==> config.mk <==
export PLATFORM = sky130hd
export DESIGN_NAME = vram_access_scheduler
export DESIGN_NICKNAME = d
export VERILOG_FILES = /design/src/rtl/vram_access_scheduler_pkg.sv /design/src/rtl/vram_access_scheduler_clear.sv /design/src/rtl/vram_access_scheduler.sv
export SDC_FILE = /design/constraint.sdc
export NUM_CORES = 1
export LEC_CHECK = 0
export BUFFER_PORTS_ARGS = -buffer_cell sky130_fd_sc_hd__buf_2
export CAP_MARGIN = 10
export CORE_MARGIN = 2
export CORE_UTILIZATION = 50
export DETAILED_ROUTE_END_ITERATION = 8
export PLACE_DENSITY_LB_ADDON = 0.3
export SETUP_SLACK_MARGIN = 0.05
export SYNTH_ARGS = -nofsm -noshare
export SYNTH_HDL_FRONTEND = slang
export SYNTH_HIERARCHICAL = 1
export SYNTH_SLANG_ARGS = --single-unit
==> constraint.sdc <==
create_clock -name clk -period 5.1 [get_ports clk]
set_input_delay 0.765 -clock clk [delete_from_list [all_inputs] [get_ports clk]]
set_output_delay 0.765 -clock clk [all_outputs]
set_load 0.005 [all_outputs]
==> src/rtl/vram_access_scheduler_pkg.sv <==
// Shared VRAM geometry, colour constants and scheduler state encoding for the
// display / paint / clear access scheduler.
package vram_pkg;

  localparam int DEF_DISPLAY_WIDTH  = 240;
  localparam int DEF_DISPLAY_HEIGHT = 320;

  // One compressed word covers a 2x2 pixel block.
  function automatic int vram_len(input int width, input int height);
    return (width * height) / 4;
  endfunction

  localparam int VRAM_LEN_DEF = vram_len(DEF_DISPLAY_WIDTH, DEF_DISPLAY_HEIGHT);
  localparam int VRAM_AW_DEF  = $clog2(VRAM_LEN_DEF);

  typedef logic [VRAM_AW_DEF-1:0] vram_addr_t;

  localparam logic [7:0] COMP_BLACK = 8'h00;
  localparam logic [7:0] COMP_WHITE = 8'hFF;

  typedef enum logic [1:0] {
    S_IDLE  = 2'd0,
    S_CLEAR = 2'd1,
    S_DONE  = 2'd2
  } sched_state_e;

endpackage

==> src/rtl/vram_access_scheduler_clear.sv <==
// Clear engine: sweeps every VRAM word with a latched fill colour, pausing on
// any cycle the display path owns the RAM.
module vram_clear_sequencer
  import vram_pkg::*;
#(
  parameter int VRAM_L = VRAM_LEN_DEF,
  parameter int AW     = $clog2(VRAM_L)
) (
  input  logic          clk,
  input  logic          rst,
  input  logic          i_ena,
  input  logic          i_start,
  input  logic [7:0]    i_color,
  input  logic          i_stall,
  output logic          o_wr_en,
  output logic [AW-1:0] o_addr,
  output logic [7:0]    o_data,
  output logic          o_idle,
  output logic          o_busy,
  output logic          o_done
);

  localparam logic [AW-1:0] LAST_ADDR = AW'(VRAM_L - 1);

  sched_state_e  r_state;
  logic [AW-1:0] r_addr;
  logic [7:0]    r_color;
  logic          r_busy;
  logic          r_done;

  // NOTE: state and outputs use non-blocking assignments so every register
  // samples the pre-edge values regardless of statement order.
  always_ff @(posedge clk) begin
    if (rst) begin
      r_state <= S_IDLE;
      r_addr  <= '0;
      r_color <= '0;
      r_busy  <= 1'b0;
      r_done  <= 1'b0;
    end else if (i_ena) begin
      case (r_state)
        S_IDLE: begin
          if (i_start) begin
            r_color <= i_color;
            r_addr  <= '0;
            r_busy  <= 1'b1;
            r_state <= S_CLEAR;
          end
        end
        S_CLEAR: begin
          // A stalled cycle writes nothing, so the address must hold.
          if (!i_stall) begin
            if (r_addr == LAST_ADDR) begin
              r_busy  <= 1'b0;
              r_done  <= 1'b1;
              r_state <= S_DONE;
            end else begin
              r_addr <= r_addr + 1'b1;
            end
          end
        end
        S_DONE: begin
          r_done  <= 1'b0;
          r_state <= S_IDLE;
        end
        default: begin
          r_busy  <= 1'b0;
          r_done  <= 1'b0;
          r_state <= S_IDLE;
        end
      endcase
    end
  end

  assign o_wr_en = r_busy & i_ena & ~i_stall;
  assign o_addr  = r_addr;
  assign o_data  = r_color;
  assign o_idle  = (r_state == S_IDLE);
  assign o_busy  = r_busy;
  assign o_done  = r_done;

endmodule

==> src/rtl/vram_access_scheduler.sv <==
// Single-port VRAM arbiter: display reads beat clear writes, which beat paint
// writes. The RAM address/write mux is combinational; read data passes through.
module vram_access_scheduler
  import vram_pkg::*;
#(
  parameter int DISPLAY_WIDTH  = DEF_DISPLAY_WIDTH,
  parameter int DISPLAY_HEIGHT = DEF_DISPLAY_HEIGHT,
  parameter int VRAM_L         = (DISPLAY_WIDTH * DISPLAY_HEIGHT) / 4,
  parameter int AW             = $clog2(VRAM_L)
) (
  input  logic          clk,
  input  logic          rst,
  input  logic          ena,
  input  logic          disp_rd_req,
  input  logic [AW-1:0] disp_rd_addr,
  output logic          disp_rd_valid,
  output logic [7:0]    disp_rd_data,
  input  logic          wr_valid,
  output logic          wr_ready,
  input  logic [AW-1:0] wr_addr,
  input  logic [7:0]    wr_data,
  input  logic          clear_req,
  input  logic [7:0]    clear_color,
  output logic          clear_busy,
  output logic          clear_done,
  output logic          oob_error,
  output logic [AW-1:0] vram_addr,
  output logic          vram_wr_ena,
  output logic [7:0]    vram_wr_data,
  input  logic [7:0]    vram_rd_data
);

  localparam logic [AW-1:0] VRAM_LEN = AW'(VRAM_L);

  logic          w_clr_we;
  logic [AW-1:0] w_clr_addr;
  logic [7:0]    w_clr_data;
  logic          w_clr_idle;
  logic          w_paint_fire;
  logic          w_paint_in_range;
  logic          r_disp_rd_valid;
  logic          r_oob_error;

  vram_clear_sequencer #(
    .VRAM_L (VRAM_L),
    .AW     (AW)
  ) u_clear (
    .clk     (clk),
    .rst     (rst),
    .i_ena   (ena),
    .i_start (clear_req),
    .i_color (clear_color),
    .i_stall (disp_rd_req),
    .o_wr_en (w_clr_we),
    .o_addr  (w_clr_addr),
    .o_data  (w_clr_data),
    .o_idle  (w_clr_idle),
    .o_busy  (clear_busy),
    .o_done  (clear_done)
  );

  // Combinational ready: the paint master must not wait on it before asserting valid.
  assign wr_ready         = ena & ~rst & ~disp_rd_req & w_clr_idle;
  assign w_paint_fire     = wr_valid & wr_ready;
  assign w_paint_in_range = (wr_addr < VRAM_LEN);

  // NOTE: every output gets a default first so no path leaves one unassigned
  // and no latch is inferred.
  always_comb begin
    vram_addr    = '0;
    vram_wr_ena  = 1'b0;
    vram_wr_data = '0;
    if (!rst) begin
      if (disp_rd_req) begin
        vram_addr = disp_rd_addr;
      end else if (w_clr_we) begin
        vram_addr    = w_clr_addr;
        vram_wr_ena  = 1'b1;
        vram_wr_data = w_clr_data;
      end else if (w_paint_fire && w_paint_in_range) begin
        vram_addr    = wr_addr;
        vram_wr_ena  = 1'b1;
        vram_wr_data = wr_data;
      end
    end
  end

  always_ff @(posedge clk) begin
    if (rst) begin
      r_disp_rd_valid <= 1'b0;
      r_oob_error     <= 1'b0;
    end else begin
      r_disp_rd_valid <= disp_rd_req & ena;
      if (w_paint_fire && !w_paint_in_range) begin
        r_oob_error <= 1'b1;
      end
    end
  end

  assign disp_rd_valid = r_disp_rd_valid;
  assign disp_rd_data  = vram_rd_data;
  assign oob_error     = r_oob_error;

endmodule

* Word level (Yosys, flattened, before mapping) *
Index checks and enable logic that the tools add are counted.

storage, ports and cells
  register bits after elaboration = 29
  input port bits = 60
  output and inout port bits = 37

operators by class
  add/sub/neg operators = 1
  $lt $le $gt $ge = 1
  equality and inequality tests = 7
  mux-type cells = 27
  bitwise logic cells = 11
  reduce and logical (&&, ||, !) cells = 10

operators with widths
  operator                 count
  $mux W15                 7
  $mux W8                  4
  $pmux W15 S2             1
  $add A15 B1 Y15 const B  1
  $eq A15 B15 Y1 const B   1
  $lt A15 B15 Y1 const B   1
  $reduce_and A5 Y1        2
  $mux W1                  9
  $reduce_and A4 Y1        2
  $and A1 B1 Y1            7
  $mux W2                  3
  $ne A2 B2 Y1 const B     3
  $not A1 Y1               4
  $pmux W2 S2              1
  $pmux W1 S3              1
  $reduce_and A3 Y1        1
  $eq A2 B1 Y1 const B     1
  $eq A2 B2 Y1 const B     1
  $logic_and A1 B1 Y1      2
  $logic_not A2 Y1         1
  $ne A2 B1 Y1 const B     1
  $pmux W1 S2              1
  $reduce_bool A2 Y1       1
  $logic_not A1 Y1         1

* Longest topological paths before layout *
  depth in word-level cells = 10
  depth in mapped cells = 7
  mapped depth without buffers = 6

* Cells and area by module *
Netlist, hierarchy kept.

by module, submodules not included
  module                 times used  cells each  area an instance (um2)  seq. area each (um2)
  vram_clear_sequencer   1           166         1335.0                  540.5
  vram_access_scheduler  1           92          666.9                   40.0

* Worst setup path after synthesis *
No wires, ideal clock.

  kind = input to output
  from = input port ena
  to = output port vram_wr_data[0]
  data arrival time = 1.952 ns
  data required time = 4.335 ns
  setup slack = 2.383 ns
  stages = 7
  path buffers = 2
  cell sequence = nor2b_1 and2_1 and3b_1 clkbuf_1 and2_1 buf_6 a32o_2

RTL lines
  what                         line                               source
  start: declaration           vram_access_scheduler.sv:13        input logic ena,
  $and A1 B1 Y1 (2 in series)  vram_access_scheduler_clear.sv:75  assign o_wr_en = r_busy & i_ena & ~i_stall;
  via w_clr_we                 vram_access_scheduler.sv:35        logic w_clr_we;
  $mux W8                      vram_access_scheduler.sv:76        end else if (w_clr_we) begin
  $mux W8                      vram_access_scheduler.sv:74        if (disp_rd_req) begin
  $mux W8                      vram_access_scheduler.sv:73        if (!rst) begin
  end: declaration             vram_access_scheduler.sv:29        output logic [7:0] vram_wr_data,

The timed path passes the listed nets, and every way through them passes these cells.

* Worst setup path after layout *
  from = input port disp_rd_req
  to = output port vram_wr_data[4]

RTL lines
  what                line                               source
  start: declaration  vram_access_scheduler.sv:14        input logic disp_rd_req,
  $not A1 Y1          vram_access_scheduler_clear.sv:75
  $and A1 B1 Y1       vram_access_scheduler_clear.sv:75
  via w_clr_we        vram_access_scheduler.sv:35
  $mux W8             vram_access_scheduler.sv:76
  $mux W8             vram_access_scheduler.sv:74
  $mux W8             vram_access_scheduler.sv:73

The timed path passes the listed nets, and every way through them passes these cells.

==> results by group <==
Critical path
  • Slowest cell on the critical path: and3b_1
  • Worst reg-to-reg path cell count: 5
  • Delay-heaviest family, CP: simple AND/OR/NAND/NOR gates
  • CP cell instances: buf_2 > nor2b_1 > and2_1 > and3b_1 > and2_1 > a32o_2 > buf_2
  • Crit path buf inv count: 2
  • Reg2Reg Setup Slack: 2.78 ns
  • Worst Setup End Kind: output pin
  • CP Launch Type: primary input
  • CP arrival: 2.69 ns
  • WP data required: 4.34 ns
  • Slowest cell delay on critical path: 0.53 ns
  • Crit-path max FO: 22
  • Worst Path Class, Setup: in2out
  • Reg2reg end: u_clear/o_addr[14]$_SDFFE_PP0P_
  • Reg2reg start: u_clear/r_state[0]$_SDFFE_PP0P_

Die
  • Row count: 22
  • Core area: 3740 um^2
  • Die ar.: 4530 um^2
  • Die Y: 67.3 um
  • Initial core utilization: 53.5%
  • Die X: 67.3 um
  • IO Pins: 97

Drt
  • DR pass1 iterations: 4
  • Vias per cell: 5.99
  • Initial DRC Count: 129
  • WL final: 5580 um
  • ANT nets after route: 0
  • DRC viols: 0
  • Wirelength per Cell: 15.2 um
  • DR vias: 2,199

Placement
  • Setup WS pre-CTS: 1.67 ns
  • IO buf count: 80
  • Placer Congestion: 0.804
  • DP HPWL: 4070 um

Layout
  • Most frequent cells in the layout: 80 x buf_2, 37 x nand2_1, 29 x dfxtp_1
  • Area growth syn-to-layout: 20.3%
  • Commonest non-fill, non-tap cell in the layout: buf_2
  • Antenna Cells: 0
  • Fraction of layout cells with a size suffix above 1: 32.6%
  • Final net count: 379

Worst hold path
  • Hold EP: u_clear/o_data[0]$_SDFFE_PP0P_
  • Min-Delay Path Depth: 2
  • Origin of the worst min-delay path: u_clear/o_data[0]$_SDFFE_PP0P_
  • HP Class: reg2reg

GRT
  • Gr usage total: 25.0%
  • Antenna violations before repair: 0
  • First-pass GRT wire length: 8640 um
  • GRT Residual Overflow: 0
  • Largest net degree at the start of global routing: 47
  • Vias in the first global route: 1,810

Synth
  • Async set-reset flop share out of synthesis: 0%
  • YS warnings: 6
  • Yosys cell types: 48
  • Gate Count Post-Synth: 258
  • Main synth FF type: dfxtp_1
  • Avg Cell Area, Syn: 7.76 um^2
  • EDFF count, synth: 0
  • Mapped Area: 2000 um^2
  • Post-synthesis sequential area ratio: 29.0%
  • #FFs+latches synth: 29
  • Net Count, Synth: 319

Pwr
  • Pwr Density: 239 nW/um^2
  • Leakage: 0.981 nW
  • Maximum vdd drop: 0.200 mV

Clock tree
  • Setup bufs post-CTS: 0
  • Clock Sinks: 29
  • Post-cts gate resize count: 0
  • Clock Root Buffer: clkbuf_8
  • CTS tree: done
  • CTS Buffer Depth: 2
  • CTS Hold Bufs: 0
  • Reg clk slew, reported paths: 0.06 ns
  • Htree depth: 2
  • Cts bufs inserted: 5
  • Worst-skew pair later-pin latency: 0.28 ns

STA
  • Max Freq: 289 MHz
  • Unrepaired setup endpoints after global routing: no
  • Slew @ Worst Pin: 0.940 ns
  • Final WS setup: 1.64 ns
  • Tcrit/Tclk final: 67.8%
  • Setup_tns: 0 ns
  • Final setup fails: 0
  • Relative slew slack: 36.9%
  • Minimum period implied by the final worst setup slack: 3.46 ns
  • Max-slew violations: 0
  • Clock skew: 0.00148 ns
  • Final hold violations: 0

Status
  • Status: finished, final reports clean

Flow run
  • Max-Cap Viols: 0
==> area by class of cell <==
class	count	area, um^2
fillers	331	1340
multi-input cells	197	1230
flip-flops and latches	29	581
repair buffers	80	400
clock buffers	7	86.3
well taps	48	60.1
clock inverters	1	30.0
inverters	5	18.8
==> logic make-up (layout without fill, tap and decap cells) <==
| family | after synthesis | count (layout) | synth area share (%) |
|---|---|---|---|
| XOR/XNOR | 1 | 1 | 0.438 |
| multiplexers | 1 | 1 | 0.500 |
| adder cells (fa/ha/maj) | 1 | 1 | 0.625 |
| AO/OA/AOI/OAI | 90 | 90 | 31.6 |
| flip-flops | 29 | 29 | 29.0 |
| buffers and inverters | 32 | 93 | 9.44 |
| AND/OR/NAND/NOR | 104 | 104 | 28.4 |
==> report_power, final <==
| part | internal (W) | switching, W | total (W) | leakage, nW |
|---|---|---|---|---|
| sequential | 0.000232 | 0.00000435 | 0.000236 | 0.235 |
| clock | 0.000159 | 0.0000881 | 0.000247 | 0.0585 |
| combinational | 0.0000393 | 0.0000526 | 0.0000919 | 0.688 |
| total | 0.000430 | 0.000145 | 0.000575 | 0.981 |
==> worst max path at each step <==
| stage | from | endpoint | slack, ns | cells after the start |
|---|---|---|---|---|
| 2_1_floorplan | ena | vram_wr_data[0] | 2.38 | 7 |
| 3_3_place_gp | disp_rd_req | vram_wr_data[4] | 1.74 | 7 |
| 3_5_place_dp | disp_rd_req | vram_wr_data[4] | 1.67 | 7 |
| 4_1_cts | disp_rd_req | vram_wr_data[4] | 1.68 | 7 |
| 5_1_grt | disp_rd_req | vram_wr_data[0] | 1.42 | 7 |
| 6_report | disp_rd_req | vram_wr_data[4] | 1.64 | 7 |
==> cells in the mapped netlist, types with 2 or more instances <==
cell type / count / share of area, %
nor2_1: 10 / 1.9
nand3_1: 18 / 4.5
buf_4: 9 / 3.4
o22ai_1: 14 / 4.4
clkbuf_1: 10 / 1.9
inv_1: 5 / 0.94
and2_1: 3 / 0.94
o21a_1: 4 / 1.5
a21oi_1: 21 / 5.2
buf_6: 4 / 2.2
or3_1: 2 / 0.62
nor2b_2: 2 / 0.88
a31oi_1: 4 / 1.2
nand4bb_1: 2 / 1.1
o32ai_1: 2 / 0.88
a311oi_1: 3 / 1.3
nand2_1: 37 / 6.9
nor2b_1: 2 / 0.62
o21ai_0: 6 / 1.5
nand3b_1: 2 / 0.75
nand4_1: 5 / 1.6
a32o_2: 8 / 4.5
nand2b_1: 6 / 1.9
nor3_1: 5 / 1.2
nor4b_1: 2 / 0.88
buf_2: 4 / 1.0
dfxtp_1: 29 / 29
o21ai_1: 2 / 0.50
a22oi_1: 16 / 6.0
a211oi_1: 3 / 1.1
==> worst reg2reg max path, delay by kind of cell (launching register included) <==
kind / cells / cell delay (ns)
compound gates: 1 / 0.48
flops: 1 / 0.44
mux: 1 / 0.15
simple gates: 3 / 1.18
==> registers in the layout (all words and copies together) (netlist names) <==
signal	flops
u_clear/o_busy	1
u_clear/o_addr	15
disp_rd_valid	1
u_clear/o_done	1
u_clear/r_state	2
u_clear/o_data	8
oob_error	1
==> metrics by stage <==
step           cells  instance area (um^2)  hold WS, ns  util [%]  power (W)
4_1_cts          367                  2410        0.464      64.3   0.000580
5_1_grt          367                  2410        0.484      64.3   0.000605
3_5_place_dp     359                  2290        0.455      61.2   0.000332
6_report         367                  2410        0.462      64.3   0.000575
2_1_floorplan    258                  2000        0.437         -   0.000302
3_3_place_gp     359                  2290        0.447      61.2   0.000331
==> layer usage <==
| layer | vias up | part of all wire [%] | global-route usage [%] |
|---|---|---|---|
| li1 | 1085 | - | - |
| met1 | 996 | 45 | 35.1 |
| met2 | 110 | 44 | 37.4 |
| met3 | 8 | 9.9 | 4.50 |
| met4 | 0 | 1.1 | 10.7 |
| met5 | - | 0 | 0 |
(Power assumes the default switching activity.)
